<file path="src/rtl/ctrl_edicion_campos.sv">
// Edit-mode controller for the seconds/minutes/hours setting path: field selection,
// inc/dec pulses with auto-repeat, inactivity timeout and display blink.
module ctrl_edicion_campos #(
    parameter int unsigned N_FIELDS    = 3,
    parameter int unsigned HOLD_CYC    = 25000000,
    parameter int unsigned REPEAT_CYC  = 5000000,
    parameter int unsigned TIMEOUT_CYC = 500000000,
    parameter int unsigned BLINK_CYC   = 12500000
) (
    input  logic                clk,
    input  logic                reset,
    input  logic                btn_edit,
    input  logic                btn_left,
    input  logic                btn_right,
    input  logic                btn_up,
    input  logic                btn_down,
    output logic                edit_active,
    output logic [N_FIELDS-1:0] field_sel,
    output logic [N_FIELDS-1:0] en_up,
    output logic [N_FIELDS-1:0] en_down,
    output logic                blink
);

    localparam int unsigned SelW    = (N_FIELDS > 1) ? $clog2(N_FIELDS) : 1;
    localparam int unsigned HoldMax = (HOLD_CYC > REPEAT_CYC) ? HOLD_CYC : REPEAT_CYC;
    localparam int unsigned HoldW   = $clog2(HoldMax + 1);
    localparam int unsigned IdleW   = $clog2(TIMEOUT_CYC + 1);
    localparam int unsigned BlinkW  = $clog2(BLINK_CYC + 1);

    typedef enum logic {StIdle, StEdit} state_e;

    state_e state_q, state_d;

    logic [4:0]          btn_now, prev_q, tick;
    logic                live_q;
    logic                tick_edit, tick_left, tick_right, tick_up, tick_down;
    logic [SelW-1:0]     sel_q, sel_d;
    logic [IdleW-1:0]    idle_cnt_q, idle_cnt_d;
    logic [BlinkW-1:0]   blink_cnt_q, blink_cnt_d;
    logic                blink_q, blink_d;
    logic [HoldW-1:0]    hold_cnt_q, hold_cnt_d;
    logic                rep_act_q, rep_act_d;
    logic                rep_first_q, rep_first_d;
    logic                rep_up_q, rep_up_d;
    logic [N_FIELDS-1:0] field_sel_q, field_sel_d;
    logic [N_FIELDS-1:0] en_up_q, en_up_d;
    logic [N_FIELDS-1:0] en_down_q, en_down_d;

    logic nav_any, field_change, pulse_up, pulse_dn, held, other;

    assign btn_now = {btn_edit, btn_left, btn_right, btn_up, btn_down};
    // live_q masks ticks on the first clock after reset so held buttons need a re-press
    assign tick       = btn_now & ~prev_q & {5{live_q}};
    assign tick_edit  = tick[4];
    assign tick_left  = tick[3];
    assign tick_right = tick[2];
    assign tick_up    = tick[1];
    assign tick_down  = tick[0];

    always_comb begin
        state_d      = state_q;
        sel_d        = sel_q;
        idle_cnt_d   = idle_cnt_q;
        blink_cnt_d  = blink_cnt_q;
        blink_d      = blink_q;
        hold_cnt_d   = hold_cnt_q;
        rep_act_d    = rep_act_q;
        rep_first_d  = rep_first_q;
        rep_up_d     = rep_up_q;
        nav_any      = tick_left | tick_right;
        field_change = tick_left ^ tick_right;
        pulse_up     = 1'b0;
        pulse_dn     = 1'b0;
        held         = rep_up_q ? btn_up : btn_down;
        other        = rep_up_q ? btn_down : btn_up;

        unique case (state_q)
            StIdle: begin
                sel_d       = '0;
                idle_cnt_d  = '0;
                blink_cnt_d = '0;
                blink_d     = 1'b0;
                hold_cnt_d  = '0;
                rep_act_d   = 1'b0;
                rep_first_d = 1'b0;
                if (tick_edit) begin
                    state_d = StEdit;
                    blink_d = 1'b1;
                end
            end
            StEdit: begin
                if (tick_edit || idle_cnt_q == IdleW'(TIMEOUT_CYC - 1)) begin
                    state_d     = StIdle;
                    sel_d       = '0;
                    idle_cnt_d  = '0;
                    blink_cnt_d = '0;
                    blink_d     = 1'b0;
                    hold_cnt_d  = '0;
                    rep_act_d   = 1'b0;
                end else begin
                    if (tick_right && !tick_left) begin
                        sel_d = (sel_q == SelW'(N_FIELDS - 1)) ? '0 : sel_q + SelW'(1);
                    end else if (tick_left && !tick_right) begin
                        sel_d = (sel_q == '0) ? SelW'(N_FIELDS - 1) : sel_q - SelW'(1);
                    end

                    if (field_change) begin
                        rep_act_d = 1'b0;
                    end else if (!nav_any && tick_up && !tick_down) begin
                        pulse_up    = 1'b1;
                        rep_act_d   = !btn_down;
                        rep_up_d    = 1'b1;
                        rep_first_d = 1'b1;
                        // The tick cycle itself counts as the first held cycle
                        hold_cnt_d  = HoldW'(1);
                    end else if (!nav_any && tick_down && !tick_up) begin
                        pulse_dn    = 1'b1;
                        rep_act_d   = !btn_up;
                        rep_up_d    = 1'b0;
                        rep_first_d = 1'b1;
                        hold_cnt_d  = HoldW'(1);
                    end else if (tick_up && tick_down) begin
                        rep_act_d = 1'b0;
                    end else if (rep_act_q) begin
                        if (!held || other) begin
                            rep_act_d = 1'b0;
                        end else if (hold_cnt_q == (rep_first_q ? HoldW'(HOLD_CYC - 1)
                                                                : HoldW'(REPEAT_CYC - 1))) begin
                            pulse_up    = rep_up_q;
                            pulse_dn    = !rep_up_q;
                            rep_first_d = 1'b0;
                            hold_cnt_d  = '0;
                        end else begin
                            hold_cnt_d = hold_cnt_q + HoldW'(1);
                        end
                    end

                    if ((|tick) || pulse_up || pulse_dn) begin
                        idle_cnt_d = '0;
                    end else if (idle_cnt_q != '1) begin
                        idle_cnt_d = idle_cnt_q + IdleW'(1);
                    end

                    if (field_change) begin
                        blink_d     = 1'b1;
                        blink_cnt_d = '0;
                    end else if (blink_cnt_q == BlinkW'(BLINK_CYC - 1)) begin
                        blink_d     = !blink_q;
                        blink_cnt_d = '0;
                    end else begin
                        blink_cnt_d = blink_cnt_q + BlinkW'(1);
                    end
                end
            end
            default: state_d = StIdle;
        endcase

        field_sel_d = (state_d == StEdit) ? (N_FIELDS'(1) << sel_d) : '0;
        en_up_d     = N_FIELDS'(pulse_up) << sel_q;
        en_down_d   = N_FIELDS'(pulse_dn) << sel_q;
    end

    always_ff @(posedge clk or negedge reset) begin
        if (!reset) begin
            state_q     <= StIdle;
            prev_q      <= '0;
            live_q      <= 1'b0;
            sel_q       <= '0;
            idle_cnt_q  <= '0;
            blink_cnt_q <= '0;
            blink_q     <= 1'b0;
            hold_cnt_q  <= '0;
            rep_act_q   <= 1'b0;
            rep_first_q <= 1'b0;
            rep_up_q    <= 1'b0;
            field_sel_q <= '0;
            en_up_q     <= '0;
            en_down_q   <= '0;
        end else begin
            state_q     <= state_d;
            prev_q      <= btn_now;
            live_q      <= 1'b1;
            sel_q       <= sel_d;
            idle_cnt_q  <= idle_cnt_d;
            blink_cnt_q <= blink_cnt_d;
            blink_q     <= blink_d;
            hold_cnt_q  <= hold_cnt_d;
            rep_act_q   <= rep_act_d;
            rep_first_q <= rep_first_d;
            rep_up_q    <= rep_up_d;
            field_sel_q <= field_sel_d;
            en_up_q     <= en_up_d;
            en_down_q   <= en_down_d;
        end
    end

    assign edit_active = (state_q == StEdit);
    assign field_sel   = field_sel_q;
    assign en_up       = en_up_q;
    assign en_down     = en_down_q;
    assign blink       = blink_q;

endmodule

</file>
<file path="config.mk">
export PLATFORM = sky130hd
export DESIGN_NAME = ctrl_edicion_campos
export DESIGN_NICKNAME = d
export VERILOG_FILES = /design/src/rtl/ctrl_edicion_campos.sv
export SDC_FILE = /design/constraint.sdc
export NUM_CORES = 1
export LEC_CHECK = 0
export ABC_AREA = 0
export CORE_MARGIN = 2
export CORE_UTILIZATION = 25
export DETAILED_ROUTE_END_ITERATION = 10
export PLACE_DENSITY = 0.38
export SYNTH_ARGS = -nofsm -noshare
export SYNTH_HDL_FRONTEND = slang
export SYNTH_SLANG_ARGS = --single-unit
</file>
<file path="constraint.sdc">
create_clock -name clk -period 3.35 [get_ports clk]
set_input_delay 0.67 -clock clk [delete_from_list [all_inputs] [get_ports clk]]
set_output_delay 0.67 -clock clk [all_outputs]
set_load 0.01 [all_outputs]
</file>
# Word-level counts from Yosys, hierarchy flattened
# Index checks and enable logic that the tools add are counted.
# word_totals
regBits,100
in_bits,7
wordCells,149
# classes
addsub,5
eq_ne,17
shift,3
mux,75
n_bitwise,8
n_reduce_logical,27
# ops
operator,count
25-bit 2-to-1 mux,9
29-bit 2-to-1 mux,3
24-bit 2-to-1 mux,3
29-bit case mux with 2 select lines,1
25-bit case mux with 2 select lines,1
24-bit case mux with 2 select lines,1
1-bit 2-to-1 mux,46
29-bit by 1-bit adder with 29-bit output (second input constant),1
29-bit == test (second input constant),1
29-bit != test (second input constant),1
25-bit by 1-bit adder with 25-bit output (second input constant),1
25-bit == test,1
24-bit by 1-bit adder with 24-bit output (second input constant),1
24-bit == test (second input constant),1
4-bit by 1-bit != test with 1-bit output (second input constant),4
5-bit bitwise AND,2
1-bit zero test,10
2-bit 2-to-1 mux,5
5-bit != test (second input constant),2
4-bit != test (second input constant),2
1-bit case mux with 2 select lines,4
4-bit AND reduction,2
1-bit logical AND,7
6-bit AND reduction,1
other kinds (18),25

# Logic depth before layout (Yosys ltp)
# depth
depth_word,17
ltp_mapped,10
ltp_nobuf,8

# Worst setup path before layout
# Ideal clock, no wire load.
# synth_timing
kind,input to register
start,in btn_left
end,reg rep_first_q
arrival_ns,2.446
setup_slack_ns,0.784
cell_stages,7
path_buffers,2
path_cell_list,nand3b_1 -> ha_1 -> clkbuf_1 -> o31ai_2 -> clkbuf_1 -> nand4_1 -> a31o_2
# synth_via
elab_chain_cells,11
elab_cells_between_ends,20
classes_between,eq/ne: 5; mux: 5; bitwise: 4; reduce/logical: 6
# synth_rtl
item,line,text
start: declaration,13,"input logic btn_left,"
5-bit bitwise AND * (2 in series),53,assign tick = btn_now & ~prev_q & {5{live_q}};
1-bit OR,70,nav_any = tick_left | tick_right;
1-bit zero test,"109, 116",
1-bit logical AND (2 in series),116,end else if (!nav_any && tick_down && !tick_up) begin
1-bit 2-to-1 mux,116,
1-bit 2-to-1 mux,109,end else if (!nav_any && tick_up && !tick_down) begin
1-bit 2-to-1 mux,107,if (field_change) begin
1-bit 2-to-1 mux,92,if (tick_edit || idle_cnt_q == IdleW'(TIMEOUT_CYC - 1)) begin
1-bit case mux with 2 select lines,77,unique case (state_q)
end signal: assignment,189,rep_first_q <= rep_first_d;
end: declaration,43,"logic rep_first_q, rep_first_d;"
# Every way passes the cells marked *; elsewhere a longest branch is shown, timed or not. The select of a mux whose other input is x is not followed.
# A chain may end at the register's enable or synchronous reset.

# Worst setup path in the final report
# layout_timing
start,reg idle_cnt_q[17]
end,reg blink_cnt_q[15]
# layout_via
elab_chain_cells,4
# layout_rtl
item,line,text
start: declaration,38,"logic [IdleW-1:0] idle_cnt_q, idle_cnt_d;"
start signal: assignment,184,idle_cnt_q <= idle_cnt_d;
29-bit == test,92,
1-bit logical OR,92,
24-bit 2-to-1 mux,92,
24-bit case mux with 2 select lines,77,
named net blink_cnt_d[15],39,"logic [BlinkW-1:0] blink_cnt_q, blink_cnt_d;"
end signal: assignment,185,blink_cnt_q <= blink_cnt_d;
end: declaration,39,
# The timed path passes the listed nets, and every way through them passes these cells.

==> results_dict.tcl <==
set metrics [dict create \
    startpoint_type "flop" \
    synth_top_area_share_pct 49.30 \
    post-place-ws_ns 0.2195 \
    cts_buffer_depth 2 \
    syn2layout_area_growth_pct 16.71 \
    core.rowCount 52 \
    die_y_microns 146.5 \
    power_density_nw_per_um2 432.2 \
    drive_gt1_share_pct 7.407 \
    numCtsBuffers 9 \
    p_switching_mw 0.6638 \
    finalClockSkew_ns 0.01161 \
    layout.nets 579 \
    cap_violations 0 \
    grt_pass1_vias 3874 \
    syn_nets 549 \
    coreArea_sq_um 20100 \
    grt_overflow 0 \
    finalSetupViolCount 0 \
    p_clk_share_pct 40.8 \
    cts_resized 0 \
    cts_tree "built" \
    whs_ns 0.3690 \
    r2r_slack_ns 0.44 \
    cts_setup_buffers 0 \
    synth_commonest_cells "dfrtp_1, nor2_1, nand2_1, nand3_1, xor2_1" \
    drtIter0Drc 254 \
    root_buffer "clkbuf_16" \
    netSwitchingFraction_pct 25.93 \
    dp_cells 822 \
    synth_flop_cell "dfrtp_1" \
    die_area_sq_um 21460 \
    h-tree-depth 3 \
    yosysUniqueCellTypes 54 \
    initial_core_util_pct 25.25 \
    cp.required_ns 3.56 \
    clk_pin_slew_ns 0.07 \
    layout_min_cycle_time_ns 2.911 \
    vias 3913 \
    dp_hpwl_microns 8203 \
    cp-end-kind "flop" \
    slew_viol_final 0 \
    hold_path_class "in2async" \
    intPower_mw 1.897 \
    synth-edff-count 0 \
    p_seq_share_pct 49.2 \
    yosysMostFrequentCell "dfrtp_1" \
    r2r_end "blink_cnt_q[15]$_DFF_PN0_" \
    cts_hold_buffers 0 \
    synthTopCellsByArea "dfrtp_1, nor2_1, xor2_1" \
    ir_drop_uv 234.0 \
    ys_warn_count 0 \
    critPathKind "reg2reg" \
    max_freq_ghz 0.3436 \
    synth-seq-cells 100 \
    synth_top_area_cell "dfrtp_1" \
    tightest_slew_ns 0.8512 \
    tns_ns 0 \
    via_per_inst 4.675 \
    clkLatencyLatePin_ns 0.35 \
    avgSynthCellArea_sq_um 9.524 \
    drc 0 \
    wire_per_inst_microns 13.70 \
    rsz0062_at_grt "no" \
    ys_async_sr_fraction_pct 100.0 \
    slew_headroom_pct 42.91 \
    stdcell_count 837 \
    postLayoutSetupSlackWorst_ns 0.4393 \
    status "completed" \
    leakage_nw 2.350 \
    ioPinCount 18 \
    dr.pass1.iters 4 \
    synth_cells 533 \
    fin_util_pct 29.47 \
    antenna_found_initial 0 \
    grt_max_degree 62 \
    seq_area_frac_synth_pct 49.30 \
    r2r_cells 5 \
    grt_pass1_wl_microns 19850 \
    fp.dieW_microns 146.5 \
    num_antenna_cells 0 \
    gp_congestion 0.7651 \
    finalWirelength_microns 11460 \
    p_comb_share_pct 10.0 \
    io_buffer_count 17 \
    rr_startpoint "idle_cnt_q[17]$_DFFE_PN0P_" \
    ant_nets 0 \
    period_share_pct 86.89 \
    syn_area_sq_um 5076 \
    hold_violations 0 \
    cp_max_fo 24 \
    track_usage_pct 11.41 \
    arrival_ns 3.12 \
    clock_sinks 100 \
]
-- layer usage --
| layer | share of wire [%] | global-route usage [%] | vias up |
|---|---|---|---|
| met5 | 0 | 0 | - |
| met4 | 2.3 | 5.049 | 0 |
| met3 | 2.3 | 1.906 | 14 |
| met2 | 47 | 18.02 | 47 |
| met1 | 48 | 15.42 | 1917 |
| li1 | - | - | 1935 |
-- cells in the final DEF, fill, tap and decap left out, types with 2 or more instances in the layout --
cell             netlist  final
nand3_1               36     36
mux2i_1                7      7
and2_1                 2      2
nor2b_1                3      3
a21oi_1               24     24
xnor2_1               29     29
nor4b_1                5      5
xor2_1                31     31
or3_1                  5      5
a311oi_1               2      2
o22ai_1                2      2
nand3b_1               5      5
clkdlybuf4s50_1        0     16
and3_1                15     15
nor3_1                19     19
nor4_1                13     13
nand4_1               19     19
ha_1                   9      9
buf_4                  0     20
clkinvlp_4             0      2
nand4b_1               3      3
o31ai_1                2      2
clkinv_2               0      2
a21o_1                 3      3
clkbuf_16              0      9
a31o_2                 2      2
nand2b_1               2      2
dfrtp_1              100    100
nor2_1                80     80
and4_1                 4      4
nor4bb_1               2      2
nand2_1               46     46
inv_1                 12     12
or4_1                  4      4
o21ai_0               11     11
-- cell type report --
cell class | count | area, sq um
fill | 2098 | 14180
inverter | 12 | 45.04
sequential | 100 | 2502
timing repair buffer | 36 | 310.3
multi-input combinational | 404 | 2440
clock buffer | 9 | 225.2
tap | 270 | 337.8
clock inverter | 6 | 63.81
-- registers in the layout, summed over array words and instances, names as in the netlist --
name / cells
field_sel: 3
prev_q: 5
en_down: 3
blink_cnt_q: 24
sel_q: 2
live_q: 1
rep_first_q: 1
edit_active: 1
hold_cnt_q: 25
blink: 1
rep_act_q: 1
en_up: 3
idle_cnt_q: 29
rep_up_q: 1
-- stage by stage --
| step | total power [mW] | instance area, sq um |
|---|---|---|
| after global routing | 2.698 | 5924 |
| after floorplan | 1.432 | 5076 |
| after CTS | 2.616 | 5924 |
| after detailed placement | 1.550 | 5635 |
| final | 2.561 | 5924 |
| after global placement | 1.548 | 5635 |
-- critical path, cell delays in order, from the launching register on --
cell and delay [ns]:
dfrtp_1 0.45, or4b_1 0.49, nor4_1 0.51, a21o_1 0.48, or3_1 0.72, nor2_1 0.12
-- worst max path at each step --
stage,start,to,slack [ns],cells past startpoint
after floorplan,btn_left,rep_first_q$_DFFE_PN0P_,0.78,7
after global placement,btn_left,rep_first_q$_DFFE_PN0P_,0.23,7
after detailed placement,btn_left,hold_cnt_q[23]$_DFFE_PN0P_,0.22,9
after CTS,idle_cnt_q[17]$_DFFE_PN0P_,blink_cnt_q[3]$_DFF_PN0_,0.34,5
after global routing,idle_cnt_q[9]$_DFFE_PN0P_,blink_cnt_q[13]$_DFF_PN0_,0.14,5
final,idle_cnt_q[17]$_DFFE_PN0P_,blink_cnt_q[15]$_DFF_PN0_,0.44,5
-- cell families after synthesis --
group | after synthesis | share of synthesized area, %
DFF | 100 | 49.30
muxes | 8 | 1.602
AOI/OAI and AO/OA | 56 | 6.828
xor gates and xnor gates | 60 | 10.35
other | 1 | 0.07388
and+or+nand+nor | 270 | 26.99
buffers and inverters | 29 | 2.637
adders and majority gates | 9 | 2.218
-- power by group through the flow --
| stage | combinational (mW) | clock [mW] | sequential, mW |
|---|---|---|---|
| floorplan | 0.149 | 0 | 1.28 |
| global placement | 0.263 | 0 | 1.29 |
| detailed placement | 0.265 | 0 | 1.28 |
| CTS | 0.266 | 1.09 | 1.26 |
| global route | 0.289 | 1.15 | 1.26 |
| finish | 0.255 | 1.04 | 1.26 |
Power figures use the tool's default switching activity.
